## config.mk

```make
export PLATFORM = sky130hd
export DESIGN_NAME = irq_controller
export DESIGN_NICKNAME = d
export VERILOG_FILES = /design/src/rtl/irq_controller_pkg.sv /design/src/rtl/irq_edge_sync.sv /design/src/rtl/irq_controller.sv
export SDC_FILE = /design/constraint.sdc
export NUM_CORES = 1
export LEC_CHECK = 0
export ABC_AREA = 1
export CORE_ASPECT_RATIO = 1.25
export CORE_UTILIZATION = 25
export DETAILED_ROUTE_END_ITERATION = 6
export SLEW_MARGIN = 20
export SYNTH_ARGS = -nofsm -noshare
export SYNTH_HDL_FRONTEND = slang
export SYNTH_SLANG_ARGS = --single-unit
```

## constraint.sdc

```tcl
create_clock -name clk -period 1.6 [get_ports clk]
set_input_delay 0.24 -clock clk [delete_from_list [all_inputs] [get_ports clk]]
set_output_delay 0.24 -clock clk [all_outputs]
set_load 0.05 [all_outputs]
```

## src/rtl/irq_controller_pkg.sv

```systemverilog
// irq_controller_pkg: shared FSM encoding, cfg addresses and vector defaults
package irq_controller_pkg;
  typedef enum logic [1:0] {IDLE = 2'd0, REQ = 2'd1, SERVICE = 2'd2} state_t;
  localparam logic CFG_MASK = 1'b0;
  localparam logic CFG_PCLR = 1'b1;
  localparam logic [15:0] VEC_BASE_DEF = 16'h0010;
  localparam logic [15:0] VEC_STRIDE_DEF = 16'h0004;
endpackage

```

## src/rtl/irq_edge_sync.sv

```systemverilog
// irq_edge_sync: 2-FF synchroniser plus rising-edge detect for one interrupt line
module irq_edge_sync (
  input  logic clk,
  input  logic rst_n,
  input  logic irq,
  output logic rise
);
  logic [2:0] s;
  always_ff @(posedge clk or negedge rst_n)
    if (!rst_n) s <= '0;
    else s <= {s[1:0], irq};
  assign rise = s[1] & ~s[2];
endmodule

```

## src/rtl/irq_controller.sv

```systemverilog
// irq_controller: prioritised interrupt controller with mask, pending latch and return-PC hold
module irq_controller
  import irq_controller_pkg::*;
#(
  parameter int NUM_SRC = 8,
  parameter logic [15:0] VEC_BASE = VEC_BASE_DEF,
  parameter logic [15:0] VEC_STRIDE = VEC_STRIDE_DEF
) (
  input  logic               clk,
  input  logic               rst_n,
  input  logic [NUM_SRC-1:0] irq_in,
  output logic               io_interrupt,
  input  logic               int_ack,
  input  logic               vec_push,
  input  logic               ret_push,
  input  logic [15:0]        d_in,
  output logic [15:0]        d_out,
  output logic               d_oe,
  input  logic               cfg_we,
  input  logic               cfg_addr,
  input  logic [15:0]        cfg_wdata,
  output logic [NUM_SRC-1:0] mask,
  output logic [NUM_SRC-1:0] pending,
  output logic [3:0]         cur_id
);
  state_t state_q, state_d;
  logic [NUM_SRC-1:0] rise, act, pclr, aclr;
  logic [15:0] pc_q, pc_d;
  logic [3:0] sel, cur_d;
  logic irq_d;
  logic unused_wdata;
  for (genvar i = 0; i < NUM_SRC; i++) begin : g_sync
    irq_edge_sync u_sync (.clk(clk), .rst_n(rst_n), .irq(irq_in[i]), .rise(rise[i]));
  end
  assign unused_wdata = ^cfg_wdata;
  assign act = pending & mask;
  assign pclr = (cfg_we && cfg_addr == CFG_PCLR) ? cfg_wdata[NUM_SRC-1:0] : '0;
  assign aclr = (state_q == REQ && int_ack) ? NUM_SRC'(1) << cur_id : '0;
  always_comb begin
    sel = '0;
    for (int j = NUM_SRC - 1; j >= 0; j--)
      if (act[j]) sel = 4'(j);
  end
  always_comb begin
    state_d = state_q;
    irq_d = io_interrupt;
    cur_d = cur_id;
    pc_d = pc_q;
    case (state_q)
      IDLE: if (|act) begin
        cur_d = sel;
        irq_d = 1'b1;
        state_d = REQ;
      end
      REQ: if (int_ack) begin
        pc_d = d_in;
        irq_d = 1'b0;
        state_d = SERVICE;
      end
      SERVICE: state_d = ret_push ? IDLE : SERVICE;
      default: state_d = IDLE;
    endcase
  end
  always_ff @(posedge clk or negedge rst_n)
    if (!rst_n) begin
      state_q <= IDLE;
      io_interrupt <= 1'b0;
      cur_id <= '0;
      pc_q <= '0;
      mask <= '0;
      pending <= '0;
    end else begin
      state_q <= state_d;
      io_interrupt <= irq_d;
      cur_id <= cur_d;
      pc_q <= pc_d;
      mask <= (cfg_we && cfg_addr == CFG_MASK) ? cfg_wdata[NUM_SRC-1:0] : mask;
      pending <= (pending & ~(pclr | aclr)) | rise;
    end
  assign d_oe = vec_push | ret_push;
  assign d_out = vec_push ? 16'(VEC_BASE + 16'(cur_id) * VEC_STRIDE) : ret_push ? pc_q : 16'h0000;
endmodule

```

# ---- Word level (Yosys, flattened, before mapping)
# Index checks and enable logic that the tools add are counted.
dict set report totals {
  reg_bits 63
  latchBits 0
  mem_bits_rw 0
  rom_bits 0
  in_bits 47
  output_inout_bits 38
  wordCells 72
  mem_count 0
}
dict set report op_classes {
  n_addsub 1
  mul 0
  div 0
  magnitude_cmp 0
  eq_ne 4
  shifts 1
  mux 19
  bitwise 23
  reduce_logical 10
}
# cell count
set op_table {}
lappend op_table {{$mux 16} 2}
lappend op_table {{$mux 4} 5}
lappend op_table {{$and 8x8->8} 2}
lappend op_table {{$mux 8} 2}
lappend op_table {{$or 8x8->8} 2}
lappend op_table {{$mux 3} 3}
lappend op_table {{$not 1->1} 9}
lappend op_table {{$and 1x1->1} 8}
lappend op_table {{$not 8->8} 1}
lappend op_table {{$reduce_or 8->1} 1}
lappend op_table {{$shl 1x4->8 const A} 1}
lappend op_table {{$add 5x6->7 const A} 1}
lappend op_table {{$mux 2} 3}
lappend op_table {{$pmux 2 s3} 1}
lappend op_table {{$reduce_and 2->1} 3}
lappend op_table {{$ne 2x2->1 const B} 2}
lappend op_table {{$logic_and 1x1->1} 3}
lappend op_table {{$reduce_and 3->1} 1}
lappend op_table {{$eq 2x1->1 const B} 1}
lappend op_table {{$eq 2x2->1 const B} 1}
lappend op_table {{$logic_not 2->1} 1}
lappend op_table {{$mux 1} 2}
lappend op_table {{$pmux 1 s2} 1}
lappend op_table {{$reduce_bool 2->1} 1}
lappend op_table {{$or 1x1->1} 1}

# ---- Depth between registers and ports, before layout
# Gate-level depths: netlist of run 1.
dict set report logic_depth {
  word_depth 9
  ltp_mapped 10
  depth_no_buf 10
}

# ---- Modules after synthesis
# From an unflattened synthesis of run 1, not the netlist that was laid out.
dict set report unflattened {
  cells_unflattened 275
  area_unflattened_um2 2508.7
}
# module n_inst cells_each area_per_inst_um2 seq_area_each_um2
set modules_own_cells {}
lappend modules_own_cells {irq_controller 1 235 1828.0 950.9}
lappend modules_own_cells {irq_edge_sync 8 5 85.1 75.1}

# ---- Least setup slack after synthesis of run 1
# No wires, ideal clock.
dict set report synth_timing {
  path_type {register to output}
  from {reg cur_id[2]}
  to {out d_out[5]}
  arrival_ns 1.995
  required_ns 1.360
  slack_ns -0.635
  path_stages_with_launch 3
  n_path_buf 0
  path_cell_list {dfrtp_1 > inv_1 > o21ai_0}
}
dict set report synth_via {
  elab_chain_len 2
}
# item line_no
set synth_rtl {}
lappend synth_rtl {{from (decl)} irq_controller.sv:24} ;# output logic [3:0] cur_id
lappend synth_rtl {{from (signal assigned)} irq_controller.sv:75} ;# cur_id <= cur_d;
lappend synth_rtl {{$add 5x6->7} irq_controller.sv:81} ;# assign d_out = vec_push ? 16'(VEC_BASE + 16'(cur_id) * VEC_STRIDE) : ret_push ? pc_q : 16'h0000;
lappend synth_rtl {{$mux 16} irq_controller.sv:81}
lappend synth_rtl {{to (decl)} irq_controller.sv:17} ;# output logic [15:0] d_out,
# No other way between the ends.

# ---- Worst setup path in the final report of run 1
dict set report layout_timing {
  from {in vec_push}
  to {out d_out[1]}
}
dict set report layout_via {
  elab_chain_len 1
}
# item line_no
set layout_rtl {}
lappend layout_rtl {{from (decl)} irq_controller.sv:14} ;# input logic vec_push,
lappend layout_rtl {{$mux 16} irq_controller.sv:81}
# No other way between the ends.

==> results of run 1 <==
[Yosys cell counts, drive strengths merged]
| cell type | count |
|---|---|
| or2 | 1 |
| mux2 | 16 |
| a31o | 1 |
| buf | 4 |
| o21a | 1 |
| nor2 | 16 |
| conb | 1 |
| o31ai | 1 |
| clkbuf | 3 |
| nor4 | 2 |
| o221ai | 6 |
| nand3b | 1 |
| inv | 26 |
| o22ai | 2 |
| nand3 | 11 |
| o21ai | 22 |
| nand2 | 50 |
| dfrtp | 62 |
[cell families (layout without fill, tap and decap cells)]
logic type | after synthesis | after routing | synth area share
AND/OR/NAND/NOR | 81 | 81 | 0.139
AO/OA/AOI/OAI | 33 | 33 | 0.0812
buffers and inverters | 33 | 127 | 0.0562
multiplexers | 16 | 16 | 0.0888
flip-flops | 62 | 62 | 0.633
other | 1 | 1 | 0.00153
[per-stage QoR]
| step | TNS [ps] | setup WS, ps | std cells |
|---|---|---|---|
| floorplan | -20.6 | -10.6 | 226 |
| global placement | -27.0 | -27.0 | 429 |
| detailed placement | -29.4 | -29.3 | 429 |
| CTS | 0 | 10.2 | 446 |
| global route | 0 | 12.9 | 446 |
| finish | 0 | 66.2 | 446 |
[routing by layer]
metal,track usage,vias to the layer above
met1,0.136,933
met5,0,-
li1,-,912
met4,0.106,0
met3,0.0282,14
met2,0.198,51
[flip-flops by register name, indices dropped and copies added (netlist names)]
signal	count
io_interrupt	1
cur_id	3
pending	8
mask	8
g_sync.u_sync.s	24
pc_q	16
state_q	2
[worst max-delay path: cells and delay by family]
kind          cells  cell delay [ps]
buf+inv           3              870
simple gates      1              180
[placed cells by master (no fill, tap or decap), types with 2 or more instances in the layout]
cell	netlist	final
dfrtp_1	62	62
nand2_1	50	50
clkdlybuf4s50_1	0	36
inv_1	26	25
buf_4	1	23
buf_12	0	23
o21ai_0	22	18
nor2_2	0	12
nand3_1	10	10
mux2_4	10	10
clkbuf_16	0	9
o221ai_1	6	6
mux2_2	6	6
o21ai_2	0	4
nor2_1	16	4
clkbuf_8	0	3
nor4_1	2	2
o22ai_1	2	2
bufinv_16	0	2
[worst max-delay path by stage]
stage / slack [ps] / end / startpoint / depth (start not counted)
after global placement: -30 / d_out[4] / vec_push / 5
after CTS: 10 / d_out[4] / ret_push / 5
after detailed placement: -30 / d_out[4] / vec_push / 5
final: 70 / d_out[1] / vec_push / 4
after floorplan: -10 / d_out[4] / cur_id[2] / 1
after global routing: 10 / d_out[3] / cur_id[1] / 3
[final cells by class]
class / count / area share
clock buffer: 13 / 0.0681
clock inverter: 3 / 0.0164
inverter: 26 / 0.0246
multi-input combinational: 131 / 0.203
sequential: 62 / 0.391
tap: 126 / 0.0397
timing repair buffer: 85 / 0.257
[repair_timing]
| action | 4_1_cts | 5_1_grt |
|---|---|---|
| resized for setup | 1 | 4 |
| buffers inserted | 0 | 0 |
| setup endpoints to repair | 3 | 5 |
| hold buffers | 1 | 0 |
| hold endpoints to repair | 16 | 0 |
[power groups by stage]
stage | clock, mW | combinational [mW] | sequential (mW)
2_1_floorplan | 0 | 1.22 | 2.59
3_5_place_dp | 0 | 2.75 | 2.22
4_1_cts | 2.18 | 2.76 | 2.20
3_3_place_gp | 0 | 2.72 | 2.21
5_1_grt | 2.25 | 2.90 | 2.24
6_report | 2.12 | 2.74 | 2.20
==> flow_metrics.tcl, run 1 <==
set metrics [dict create \
    min_to "g_sync[4].u_sync.s[1]" \
    avgViaCountPerCell 4.28 \
    syn_nets 273 \
    combPwrFrac 0.388 \
    post-route-drc-count 0 \
    insertion_delay_ps 320 \
    clkPwrFrac 0.300 \
    wire_per_inst_microns 13.2 \
    setup_viol 0 \
    yosys.area.top_type "dfrtp_1" \
    wl_met2_microns 2990 \
    floorplan.rows 40 \
    pin_count 85 \
    reg2reg_depth 7 \
    firstDrtPassIters 4 \
    r2r-end "cur_id[1]" \
    intPower_mw 4.66 \
    worst_slew_pin_slew_ps 503 \
    rr_startpoint "mask[6]" \
    placed_area_sq_um 3610 \
    grt_max_degree 39 \
    cp.required_ps 1360 \
    antenna_found_initial 0 \
    drv_slew 0 \
    die_x_microns 90.6 \
    start_kind "input port" \
    leakage_nw 1.86 \
    holdCritPathClass "reg2reg" \
    ff2ff_setup_slack_ps 340 \
    cp_cell_sequence "clkdlybuf4s50_1 -> buf_4 -> nor2_2 -> buf_12" \
    grt_pass1_vias 1976 \
    netlist_area_sq_um 2450 \
    grt_remaining_overflow 0 \
    wl_met3_microns 290 \
    ant_nets 0 \
    max_stage_delay_ps 480 \
    relSlewSlack 0.664 \
    place.detailed.hpwl_microns 4390 \
    cts_buffers 9 \
    fin_util 0.415 \
    synth_area_leaders "dfrtp_1, nand2_1, mux2_4, o21ai_0, inv_1" \
    synth_seq_area_share 0.633 \
    port-buffer-count 75 \
    grt_pass1_wl_microns 9430 \
    fin_crit_sh 0.959 \
    cts.htree.levels 3 \
    pwr-share-seq 0.312 \
    cts_tree "done" \
    grt_setup_unrepaired "false" \
    dieArea_sq_um 10200 \
    critPathMaxFanout 11 \
    final_layout_size_suffix_gt1_frac 0.306 \
    slowest_stage "clkdlybuf4s50_1" \
    maxCapViolCount 0 \
    wl_met1_microns 2390 \
    hold_ws_ps 345 \
    arrival_ps 1290 \
    fin_worst_skew_ps 3.29 \
    irDropWorstVdd_uv 619 \
    power_mw 7.05 \
    wl_microns 5880 \
    regArea_sq_um 1550 \
    start_util 0.256 \
    layout_min_cycle_time_ps 1530 \
    fp.dieH_microns 113 \
    cts_root_buf "clkbuf_16" \
    vias 1910 \
    outcome "complete, no violations" \
    ctsLongestPathBuffers 2 \
    synthDominantCellAreaShare 0.633 \
    switching_share 0.339 \
    syn_to_final_growth_pct 62.0 \
    p_per_area_nw_per_um2 1780 \
    grtUsageTotal 0.123 \
    syn_avg_cell_area_sq_um 10.8 \
    cts.sinks 62 \
    highest_layer "met4" \
    hold_path_depth 0 \
    hold_viol 0 \
    gp_congestion 0.804 \
    path_clk_slew_ps 50 \
    fin_nets 362 \
    fillers 866 \
    syn_inst 226 \
    power.switching_mw 2.39 \
    yosysWarnings 0 \
    first_iter_violations 83 \
    max_freq_mhz 652 \
    diodes 0 \
    min_from "g_sync[4].u_sync.s[0]" \
    fin_area_sq_um 3970 \
    ys_ff_latch 62 \
    core-area_sq_um 9560 \
    synth.distinct_cells 22 \
    multiInputGateArea_sq_um 807 \
    critPathKind "in2out" \
    critPathCaptureType "output port" \
]
(Power assumes the default switching activity.)
==> inputs of run 2 (changes only) <==
- ABC_CLOCK_PERIOD_IN_PS: default -> 1600
- CORE_MARGIN: default -> 1
==> results of run 2 <==
No change in the layout: final DEF, timing and power equal those of run 1.
==> inputs of run 3 (changes only) <==
- SYNTH_HIERARCHICAL: default -> 1
==> flow_metrics.tcl, run 3 <==
set metrics [dict create \
    final_layout_size_suffix_gt1_frac 0.246 \
    drv_slew 0 \
    syn_to_final_growth_pct 56.6 \
    start_kind "input port" \
    cp.required_ps 1360 \
    r2r-end "cur_id[1]" \
    max_freq_mhz 635 \
    rr_startpoint "mask[4]" \
    cp_cell_sequence "clkdlybuf4s50_1 -> buf_12 -> nand2_1 -> nor2_1 -> buf_12" \
    dieArea_sq_um 10400 \
    cp-startpoint "ret_push" \
    wl_met3_microns 251 \
    grt_pass1_vias 2012 \
    critPathMaxFanout 18 \
    core-area_sq_um 9660 \
    synth_ff_type "dfrtp_1" \
    first_iter_violations 86 \
    holdCritPathClass "reg2reg" \
    leakage_nw 1.87 \
    ys_ff_latch 62 \
    gp_congestion 0.755 \
    cp_num_cells 5 \
    irDropWorstVdd_uv 521 \
    cts_buffers 9 \
    floorplan.rows 40 \
    synth_edf_count 0 \
    syn_nets 322 \
    ys_top_cells_by_count "nand2_1, dfrtp_1, inv_1" \
    post-route-drc-count 0 \
    synth_seq_area_share 0.618 \
    cts_root_buf "clkbuf_16" \
    critPathKind "in2out" \
    vias 2028 \
    hold_viol 0 \
    fin_nets 408 \
    syn_avg_cell_area_sq_um 9.12 \
    largest_reg_flops 24 \
    fin_crit_sh 0.985 \
    firstDrtPassIters 4 \
    synth.distinct_cells 23 \
    dp.cells 475 \
    insertion_delay_ps 320 \
    grt_pass1_wl_microns 9600 \
    setup-tns-final_ps 0 \
    top_register "g_sync.u_sync/s" \
    cts.htree.levels 3 \
    reg2reg_depth 7 \
    fin_worst_skew_ps 7.06 \
    synth.most_common_cell "nand2_1" \
    maxCapViolCount 0 \
    arrival_ps 1340 \
    cpMostUsedCell "buf_12" \
    critPathCaptureType "output port" \
    ant_nets 0 \
    max_stage_delay_ps 500 \
    die_x_microns 91.6 \
    outcome "complete, no violations" \
    final_cell_mix "nand2_1, dfrtp_1, clkdlybuf4s50_1, inv_1, buf_4" \
    synth_area_leaders "dfrtp_1, nand2_1, o21ai_0, inv_1, nor2_1" \
    syn_inst 275 \
    ff2ff_setup_slack_ps 340 \
    crit_buf_inv 3 \
    netlist_area_sq_um 2510 \
    diodes 0 \
    wire_per_inst_microns 12.1 \
    crit_family "buffers and inverters" \
    grt_max_degree 63 \
    grt_remaining_overflow 0 \
    slowest_stage "clkdlybuf4s50_1" \
    synthDominantCellAreaShare 0.618 \
    wl_met1_microns 2520 \
    place.detailed.hpwl_microns 4310 \
    highest_layer "met4" \
    synthArstFlopShare 1.00 \
    layout.cells.most_common "nand2_1" \
    ctsLongestPathBuffers 2 \
    wl_microns 5940 \
    fp.dieH_microns 114 \
    start_util 0.260 \
    critPathCapture "d_out[7]" \
    wl_met2_microns 3080 \
    instances_no_fill 492 \
    port-buffer-count 75 \
    path_clk_slew_ps 50 \
    grtUsageTotal 0.123 \
    antenna_found_initial 0 \
    setup_viol 0 \
    cts_tree "done" \
    grt_setup_unrepaired "false" \
    layout_min_cycle_time_ps 1580 \
    yosys.area.top_type "dfrtp_1" \
    yosysWarnings 6 \
    cts.sinks 62 \
    reg_top3 "g_sync.u_sync/s (24), pc_q (16)" \
    pin_count 85 \
    avgViaCountPerCell 4.12 \
    p_per_area_nw_per_um2 1650 \
]
-- run 3: cell types whose count changed after synthesis, sizes merged, moves of 2 or more --
cell,delta
buf,+3
mux2,-16
nand2,+48
nor2,+14
o21bai,+8
o221ai,-6
o22ai,-2
-- run 3: worst min path at each step --
stage	start	to	slack, ps	cells after the start
finish	g_sync[4].u_sync/s[0]	g_sync[4].u_sync/s[1]	340	0
global route	irq_in[7]	g_sync[7].u_sync/s[0]	350	1
CTS	g_sync[4].u_sync/s[0]	g_sync[4].u_sync/s[1]	350	0
detailed placement	rst_n	mask[4]	280	2
global placement	rst_n	mask[4]	280	2
floorplan	rst_n	cur_id[0]	-60	0
-- run 3: worst register-to-register path, delay by kind of cell (launching register included) --
kind / cells / cell delay [ps]
AND/OR/NAND/NOR: 7 / 750
flip-flops: 1 / 400
-- run 3: cells by family after synthesis --
family	synth area share
AND/OR/NAND/NOR	0.238
flip-flops	0.618
buffers and inverters	0.0648
AO/OA/AOI/OAI	0.0773
other	0.00149
-- run 3: power breakdown --
part           leakage [nW]  switching [mW]  internal (mW)
combinational         0.999            1.53          0.994
sequential            0.734           0.258           1.94
clock                 0.138           0.659           1.13
-- run 3: stage by stage --
stage	worst slack [ps]	utilization	hold WS (ps)	power (mW)	cell area, sq um
final	24.0	0.407	345	6.50	3930
after global routing	4.93	0.407	352	6.84	3930
after detailed placement	17.7	0.374	277	4.74	3610
after global placement	12.7	0.374	277	4.69	3610
after CTS	19.2	0.405	347	6.57	3910
after floorplan	-48.2	-	-55.6	3.66	2520
-- run 3: layout make-up --
class	instances	area, sq um
clock buffer	11	253
fill	954	5730
sequential	62	1550
clock inverter	5	33.8
timing repair buffer	84	998
tap	126	158
inverter	27	104
multi-input combinational	177	830
-- run 3: metal layers --
| metal | GRT usage | vias up |
|---|---|---|
| li1 | - | 1022 |
| met1 | 0.139 | 951 |
| met2 | 0.215 | 46 |
| met3 | 0.0353 | 9 |
| met4 | 0.0540 | 0 |
| met5 | 0 | - |
-- run 3: repair_timing --
action | CTS | global route
resized for setup | 1 | 10
endpoints found under the setup margin | 1 | 12
hold buffers | 1 | 0
buffers inserted | 0 | 0
endpoints found under the hold margin | 62 | 0
